`config.mk`:
```
export PLATFORM = sky130hd
export DESIGN_NAME = ovrd_gain_ctrl
export DESIGN_NICKNAME = d
export VERILOG_FILES = /design/src/rtl/ovrd_gain_ctrl.sv
export SDC_FILE = /design/constraint.sdc
export NUM_CORES = 1
export LEC_CHECK = 0
export ABC_CLOCK_PERIOD_IN_PS = 5500
export BUFFER_PORTS_ARGS = -buffer_cell sky130_fd_sc_hd__buf_4
export CAP_MARGIN = 5
export CORE_ASPECT_RATIO = 1.2
export CORE_UTILIZATION = 52
export DETAILED_ROUTE_END_ITERATION = 8
export PLACE_DENSITY_LB_ADDON = 0.08
export SYNTH_ARGS = -nofsm -noshare
export SYNTH_HDL_FRONTEND = slang
export SYNTH_SLANG_ARGS = --single-unit
export TNS_END_PERCENT = 30
```
`constraint.sdc`:
```
create_clock -name clk -period 5.5 [get_ports clk]
set_input_delay 0.275 -clock clk [delete_from_list [all_inputs] [get_ports clk]]
set_output_delay 0.275 -clock clk [all_outputs]
set_load 0.05 [all_outputs]
```
`src/rtl/ovrd_gain_ctrl.sv`:
```
// Overdrive gain controller: ramps the applied gain toward a requested target and
// backs the gain off when the datapath overflows too often within a monitor window.
module ovrd_gain_ctrl #(
    parameter int unsigned fxp_size           = 16,
    parameter int unsigned bits_per_gain_frac = 4,
    parameter int unsigned GAIN_STEP          = 1,
    parameter int unsigned GAIN_MAX           = 32'h0400,
    parameter int unsigned WIN_LOG2           = 8,
    parameter int unsigned OVF_THRESH         = 4,
    parameter int unsigned HOLD_WINDOWS       = 2
) (
    input  logic                clk,
    input  logic                rst,
    input  logic                i_sample_stb,
    input  logic [fxp_size-1:0] i_tgt_gain,
    input  logic                i_tgt_valid,
    output logic                o_tgt_ready,
    input  logic                i_overflow,
    output logic [fxp_size-1:0] o_gain,
    output logic                o_busy,
    output logic                o_limiting
);

    localparam int unsigned OvfW  = WIN_LOG2 + 1;
    localparam int unsigned HoldW = (HOLD_WINDOWS > 1) ? $clog2(HOLD_WINDOWS) : 1;

    localparam logic [fxp_size-1:0] Unity    = fxp_size'(1 << bits_per_gain_frac);
    localparam logic [fxp_size-1:0] GainMax  = fxp_size'(GAIN_MAX);
    localparam logic [fxp_size-1:0] Step     = fxp_size'(GAIN_STEP);
    localparam logic [WIN_LOG2-1:0] WinLast  = '1;
    localparam logic [OvfW-1:0]     OvfSat   = OvfW'(1 << WIN_LOG2);
    localparam logic [OvfW-1:0]     OvfThr   = OvfW'(OVF_THRESH);
    localparam logic [HoldW-1:0]    HoldLast = HoldW'(HOLD_WINDOWS - 1);

    typedef enum logic [1:0] {
        StIdle  = 2'd0,
        StRamp  = 2'd1,
        StLimit = 2'd2
    } state_e;

    state_e              state_q, state_d;
    logic [fxp_size-1:0] gain_q, gain_d;
    logic [fxp_size-1:0] tgt_q, tgt_d;
    logic [WIN_LOG2-1:0] win_q, win_d;
    logic [OvfW-1:0]     ovf_q, ovf_d;
    logic [HoldW-1:0]    hold_q, hold_d;

    logic                win_close;
    logic [OvfW-1:0]     ovf_total;
    logic                limit_trig;
    logic                tgt_ready;
    logic                accept;
    logic [fxp_size-1:0] tgt_sat;
    logic [fxp_size-1:0] tgt_eff;
    logic [fxp_size-1:0] gain_cut;
    logic [fxp_size-1:0] gain_lim;
    logic [fxp_size-1:0] diff;

    always_comb begin
        win_close = i_sample_stb && (win_q == WinLast);
        // The closing strobe's own overflow belongs to the window it closes.
        ovf_total = (i_sample_stb && i_overflow && (ovf_q != OvfSat)) ? ovf_q + 1'b1 : ovf_q;
        tgt_ready = (state_q != StLimit);
        limit_trig = win_close && tgt_ready && (ovf_total >= OvfThr);
        accept    = i_tgt_valid && tgt_ready && !limit_trig;
        tgt_sat   = (i_tgt_gain > GainMax) ? GainMax : i_tgt_gain;
        tgt_eff   = accept ? tgt_sat : tgt_q;
        gain_cut  = gain_q - (gain_q >> 3);
        gain_lim  = (gain_cut < Unity) ? Unity : gain_cut;
        diff      = (tgt_eff >= gain_q) ? tgt_eff - gain_q : gain_q - tgt_eff;
    end

    always_comb begin
        state_d = state_q;
        gain_d  = gain_q;
        tgt_d   = accept ? tgt_sat : tgt_q;
        hold_d  = hold_q;
        win_d   = i_sample_stb ? win_q + 1'b1 : win_q;
        ovf_d   = win_close ? '0 : ovf_total;

        unique case (state_q)
            StIdle: begin
                if (limit_trig) begin
                    state_d = StLimit;
                    gain_d  = gain_lim;
                    hold_d  = '0;
                end else if (accept && (tgt_sat != gain_q)) begin
                    state_d = StRamp;
                end
            end
            StRamp: begin
                if (limit_trig) begin
                    state_d = StLimit;
                    gain_d  = gain_lim;
                    hold_d  = '0;
                end else if (i_sample_stb) begin
                    if (diff <= Step) begin
                        gain_d  = tgt_eff;
                        state_d = StIdle;
                    end else if (tgt_eff > gain_q) begin
                        gain_d = gain_q + Step;
                    end else begin
                        gain_d = gain_q - Step;
                    end
                end
            end
            StLimit: begin
                if (win_close) begin
                    if (hold_q == HoldLast) begin
                        hold_d  = '0;
                        state_d = (gain_q != tgt_q) ? StRamp : StIdle;
                    end else begin
                        hold_d = hold_q + 1'b1;
                    end
                end
            end
            default: state_d = StIdle;
        endcase
    end

    always_ff @(posedge clk) begin
        if (!rst) begin
            state_q <= StIdle;
            gain_q  <= Unity;
            tgt_q   <= Unity;
            win_q   <= '0;
            ovf_q   <= '0;
            hold_q  <= '0;
        end else begin
            state_q <= state_d;
            gain_q  <= gain_d;
            tgt_q   <= tgt_d;
            win_q   <= win_d;
            ovf_q   <= ovf_d;
            hold_q  <= hold_d;
        end
    end

    assign o_gain      = gain_q;
    assign o_tgt_ready = tgt_ready;
    assign o_busy      = (state_q == StRamp);
    assign o_limiting  = (state_q == StLimit);

endmodule
```
==> reports/metrics.cfg, run 1 <==
[grt]
overflow = 0
pin_count_of_the_biggest_net_entering_global_routing = 29
grt_pass1_vias = 6467
grt_antenna_before_repair = 1
grt_first_pass_wirelength_mm = 32.6
globalRouteTotalUtil_pct = 34.1

[routing]
wl_cell_um = 19.4
wire_length_on_met1_mm = 8.79
route.detailed.vias_per_inst = 6.20
drt_pre_antenna_iters = 6
met2RoutedLength_mm = 10.6
drc_errors = 0
route.antenna.remaining_nets = 0
drt-total-wl_mm = 21.5
met3_wirelength_mm = 1.15
dr_total_vias = 6848
top_signal_layer_used = met5
drt_iter0_drc = 546

[cts]
cts_inserted_buffers = 5
ctsRootBufferMaster = clkbuf_16
numClockSinks = 52
worst_skew_pair_later_pin_latency_ps = 300
clock_transition_at_the_registers_of_the_reported_paths_ps = 80
tritoncts = yes
max-clock-path-buffers = 2
cts.htree.levels = 2

[placement]
standard_cell_area_after_detailed_placement_mm2 = 0.00710
place_congestion = 0.946
hpwl_mm = 16.6
place_worst_setup_slack_ps = -116
port-buffer-count = 39

[finish]
diodes = 0
most_frequent_standard_cell_in_the_layout_excluding_fill_and_tap_cells = buf_4
final_cell_utilization_of_the_core_pct = 65.7
areaGrowthSynthToFinish_pct = 22.4
final_layout_size_suffix_gt1_share_pct = 20.0
leading_cell_types_in_the_layout_fill_and_taps_excluded = buf_4 (118), nor2_1 (95), nand2_1 (77)
design_area_mm2 = 0.00764
finish.net_count = 1033

[critical_path]
critical_path_arrival_ps = 5590
setup.reg_to_reg.worst_slack_ps = 150
critPathRequiredTime_ps = 5740
crit_path_end_kind = register
critical_path.startpoint_type = register
regToRegEndpoint = o_gain[15]
path_class = register to register
timing.rr.start = ovf_q[4]
reg2reg_depth = 27
cp_max_fo = 7

[hold_path]
hp-start = rst
min_delay_worst_endpoint = tgt_q[4]
min_path_type = input pin to register
whs_path_depth = 2

[synthesis]
syn_avg_cell_area_um2 = 7.28
dominant_combinational_cell_family_by_area_after_synthesis = compound AO/OA/AOI/OAI gates
synth-xor-area-share_pct = 9.97
synth.ff_latch_count = 52
cell_area_after_synthesis_mm2 = 0.00624
edff_count_synth = 0
post_synth_mux_area_share_pct = 2.81
netlist-cell-type-count = 76
synth_fp_nets = 943
dominantRegCellSynth = dfxtp_1
synthArstFlopShare_pct = 0
synth-seq-area-share_pct = 16.7
syn-instance-count = 857
synth_adder_area_share_pct = 13.5
synth_compound_area_share_pct = 27.6
yosys_warnings = 0
yosys.area_share.simple_pct = 23.5

[sta]
timing.final.max_slew_violations = 0
max_transition_margin_pct = 39.9
timing.final.crit_period_ps = 5350
worst_slack_ps = 153
clock-skew-final_ps = 13.5
fin_crit_sh_pct = 97.2
grt_setup_unrepaired = yes
finalSetupViolCount = 0
timing.hold.ws_ps = 225
timing.final.hold_violations = 0
worst_slew_pin_slew_ps = 902
timing.fmax_mhz = 187

[floorplanning]
die_w_um = 102
dieHeight_um = 122
core_region_area_mm2 = 0.0116
dieArea_mm2 = 0.0124
rows = 43
initial_core_utilization_pct = 53.7
io_pins = 40

[pwr]
irDropWorstVdd_v = 0.000207
total_power_mw = 2.12
powerDensity_mw_per_mm2 = 278
power.leakage_nw = 3.23

[status]
status = completed

[flow_run]
maxCapViolations = 0

-- flip-flops by register name (all words and copies together), names as in the netlist --
| signal | flops |
|---|---|
| tgt_q | 16 |
| win_q | 8 |
| ovf_q | 9 |
| o_gain | 16 |
| state_q | 2 |
| hold_q | 1 |
-- final cells by class --
type / count / area [um^2]
clock inverter: 3 / 21.3
clock buffer: 5 / 125
multi-input combinational: 716 / 5080
tap: 157 / 196
timing repair buffer: 123 / 982
inverter: 49 / 184
sequential: 52 / 1050
fill: 1076 / 3990
-- metrics by stage --
stage          cells  TNS [ps]
5_1_grt         1105      -285
2_1_floorplan    857         0
3_5_place_dp    1082      -253
6_report        1105         0
3_3_place_gp    1082     -10.6
4_1_cts         1090         0
-- worst max path at each step --
stage,depth (start not counted),slack [ps],to,start
2_1_floorplan,27,6,o_gain[14],ovf_q[0]
3_3_place_gp,27,-10,o_gain[14],ovf_q[0]
3_5_place_dp,26,-120,o_gain[14],ovf_q[0]
4_1_cts,27,20,o_gain[14],ovf_q[0]
5_1_grt,26,-90,o_gain[14],ovf_q[4]
6_report,27,150,o_gain[15],ovf_q[4]
-- synth_stat cells (5+ instances only) --
library cell	instances	area, um^2
o21bai_1	5	37.5
a21o_1	18	135
a21oi_1	83	415
nand4_1	22	138
nor2_1	96	360
inv_1	49	184
and2_1	7	43.8
a32o_1	6	60.1
mux2i_1	13	130
a31oi_1	5	31.3
xor2_1	20	175
xnor2_1	51	447
a211oi_1	5	37.5
or3_1	6	37.5
o21ai_0	50	250
nand3_1	20	100
nand2_1	77	289
and3_1	6	37.5
o31ai_1	9	67.6
nor4_1	11	68.8
o21a_1	10	75.1
nand2b_1	8	50.1
nor3_1	19	95.1
ha_1	61	763
clkbuf_1	21	78.8
buf_2	11	55.1
o211ai_1	10	75.1
nor2b_1	9	56.3
o21ai_1	5	25.0
dfxtp_1	52	1040
-- per-layer routing --
layer	up-vias	GRT usage [%]
met5	-	0
met4	2	15.8
met2	266	60.6
met3	63	4.65
li1	3304	-
met1	3213	39.8
-- where the power goes --
group	internal, mW	switching (mW)
Sequential	0.391	0.0302
Combinational	0.593	0.786
Clock	0.170	0.154
Total	1.15	0.969
-- logic make-up after synthesis --
group / Yosys count
muxes: 17
buffers and inverters: 89
AOI/OAI and AO/OA: 261
and+or+nand+nor: 302
adders and majority gates: 65
DFF: 52
xor gates and xnor gates: 71
-- worst max-delay path: stages, from the launching register on --
cell and delay [ps]:
dfxtp_1 510, nand2_1 150, nor3_4 220, nor4_1 90, o221a_4 270, o21bai_4 310
nor2_2 60, a21oi_2 140, ha_2 230, fa_2 210, and2b_1 200, o31a_1 320
o21ai_2 140, nor2b_4 190, o21bai_4 70, nand2b_4 140, buf_12 140, ha_1 240
a21o_1 210, a21o_1 200, a21oi_2 170, buf_4 130, buf_4 100, a31oi_1 110
o41ai_2 350, xnor2_1 160, mux2i_1 80, a21oi_1 130
-- what timing repair did --
item / in CTS / in global routing
hold buffers: 0 / 0
endpoints found under the setup margin: 4 / 17
gates resized for setup: 9 / 49
pin swaps: 3 / 31
buffers inserted: 0 / 14
gates cloned: 0 / 1
(Power assumes the default switching activity.)
==> inputs of run 2 (changes only) <==
Settings changed: ABC_CLOCK_PERIOD_IN_PS 5500 to 4400, CAP_MARGIN 5 to 25, CTS_BUF_LIST from default to sky130_fd_sc_hd__clkbuf_4 sky130_fd_sc_hd__clkbuf_8.
Clock period 5.5 ns to 4.4 ns, I/O delays scaled along.
==> run 2 against run 1 <==
Effect of this change:
- the flow now finishes with violations (setup timing)
- sequential power grew 19%
- register-to-register slack lost 1000 ps
- wire length grew 7.5%
- total power grew 37%
- die area is the same
- via count grew 10%
- critical path type unchanged
- critical endpoint is now o_gain[14]
- largest cell class unchanged
==> reports/metrics.cfg, run 2 (synthesized netlist as in run 1, its figures left out) <==
[status]
status = finished with violations
failing_checks = setup timing

[routing]
route.detailed.vias_per_inst = 6.08
drt_pre_antenna_iters = 6
dr_total_vias = 7563
drt_iter0_drc = 513
wl_cell_um = 18.5
route.antenna.remaining_nets = 0
drc_errors = 0
drt-total-wl_mm = 23.1

[pwr]
power.net_switching_mw = 1.30
seq_power_share_pct = 17.3
share_of_total_power_in_combinational_logic_pct = 70.3
irDropWorstVdd_v = 0.000298
power.leakage_nw = 3.95
powerDensity_mw_per_mm2 = 331
total_power_mw = 2.91
clkPwrFrac_pct = 12.4
switching_share_pct = 44.7
p_int_mw = 1.61

[finish]
diodes = 0
most_frequent_standard_cell_in_the_layout_excluding_fill_and_tap_cells = buf_4
leading_cell_types_in_the_layout_fill_and_taps_excluded = buf_4 (256), nor2_1 (94), nand2_1 (76)
final-instance-count-excl-fill = 1244
final_layout_size_suffix_gt1_share_pct = 31.8
fill_cells = 929
areaGrowthSynthToFinish_pct = 40.9
finish.net_count = 1172
final_cell_utilization_of_the_core_pct = 75.6
design_area_mm2 = 0.00879

[sta]
timing.final.crit_period_ps = 5280
timing.final.hold_violations = 0
timing.fmax_mhz = 189
worst_slew_pin_slew_ps = 862
max_transition_margin_pct = 42.1
worst_slack_ps = -878
finalSetupViolCount = 17
timing.final.max_slew_violations = 0
final.setup.tns_ps = -12700
timing.hold.ws_ps = 154
grt_setup_unrepaired = yes
fin_crit_sh_pct = 120
clock-skew-final_ps = 14.1

[critical_path]
cp_max_fo = 10
path_class = register to register
crit_top_cell = buf_4
timing.rr.start = ovf_q[0]
crit_path_top_delay_cell = dfxtp_4
reg2reg_depth = 30
critical_path_arrival_ps = 5510
setup.reg_to_reg.worst_slack_ps = -880
critPathRequiredTime_ps = 4630
crit_path_max_incr_delay_ps = 410
crit_path_end_kind = register
regToRegEndpoint = o_gain[14]
critical_path.startpoint_type = register

[floorplanning]
rows = 43
io_pins = 40
dieHeight_um = 122
initial_core_utilization_pct = 53.7
die_w_um = 102
core_region_area_mm2 = 0.0116
dieArea_mm2 = 0.0124

[cts]
max-clock-path-buffers = 2
tritoncts = yes
cts_inserted_buffers = 5
cts.htree.levels = 2
post_cts_hold_buffer_count = 0
ctsRootBufferMaster = clkbuf_8
worst_skew_pair_later_pin_latency_ps = 320
clock_transition_at_the_registers_of_the_reported_paths_ps = 110
numClockSinks = 52

[grt]
grt_antenna_before_repair = 0
overflow = 0
grt_first_pass_wirelength_mm = 35.6
grt_pass1_vias = 7418
globalRouteTotalUtil_pct = 36.8
pin_count_of_the_biggest_net_entering_global_routing = 27

[placement]
place_congestion = 0.972
port-buffer-count = 39
place_worst_setup_slack_ps = -898
placedCellCount = 1222
standard_cell_area_after_detailed_placement_mm2 = 0.00829
hpwl_mm = 18.4

[hold_path]
whs_path_depth = 2
min_delay_worst_endpoint = tgt_q[4]
hp-start = rst
min_path_type = input pin to register

[flow_run]
maxCapViolations = 0

-- run 2: cell types whose count changed in the layout (fill, tap and decap cells not counted), sizes merged --
| cell | previous run | this run |
|---|---|---|
| buf | 122 | 261 |
| clkinvlp | 1 | 0 |
| clkbuf | 6 | 7 |
| inv | 50 | 49 |
| bufinv | 0 | 1 |
-- run 2: layout make-up --
class                           count  area, um^2  share of cell area, %
Clock inverter                      2        38.8                  0.441
Inverter                           49         189                   2.15
Multi-Input combinational cell    716        5210                   59.3
Timing Repair Buffer              262        2020                   23.0
Tap cell                          157         196                   2.23
Clock buffer                        6        82.6                  0.940
Sequential cell                    52        1050                   11.9
-- run 2: worst max path at each step --
stage                     startpoint         end  cells past startpoint
final                       ovf_q[0]  o_gain[14]                     30
after global routing        ovf_q[0]  o_gain[15]                     29
after CTS                   ovf_q[1]  o_gain[14]                     29
after detailed placement    ovf_q[0]  o_gain[14]                     26
after global placement      ovf_q[1]  o_gain[14]                     26
after floorplan             ovf_q[1]  o_gain[14]                     28
-- run 2: what timing repair did --
action | 4_1_cts | 5_1_grt
setup buffers | 6 | 7
cloned | 0 | 1
resized for setup | 32 | 23
setup endpoints to repair | 17 | 17
pin swaps | 26 | 21
-- run 2: layer usage --
metal / part of all wire, % / global-route usage (%)
met5: 0 / 0
met4: 6.3 / 23.3
met3: 5.5 / 4.25
met2: 49 / 65.3
met1: 39 / 41.1
-- run 2: critical path: cells and delay by family (launching register included) --
| family | cells | cell delay [ps] |
|---|---|---|
| adder cells (fa/ha/maj) | 4 | 760 |
| flip-flops | 1 | 410 |
| XOR/XNOR | 1 | 140 |
| buffers and inverters | 6 | 800 |
| multiplexers | 1 | 110 |
| AND/OR/NAND/NOR | 8 | 910 |
| AO/OA/AOI/OAI | 10 | 2070 |
-- run 2: power by group through the flow --
stage          combinational (mW)  clock [mW]  sequential [mW]
2_1_floorplan                1.13           0            0.577
3_3_place_gp                 1.80           0            0.512
3_5_place_dp                 1.86           0            0.514
4_1_cts                      1.92       0.360            0.503
5_1_grt                      2.20       0.379            0.506
6_report                     2.04       0.361            0.503
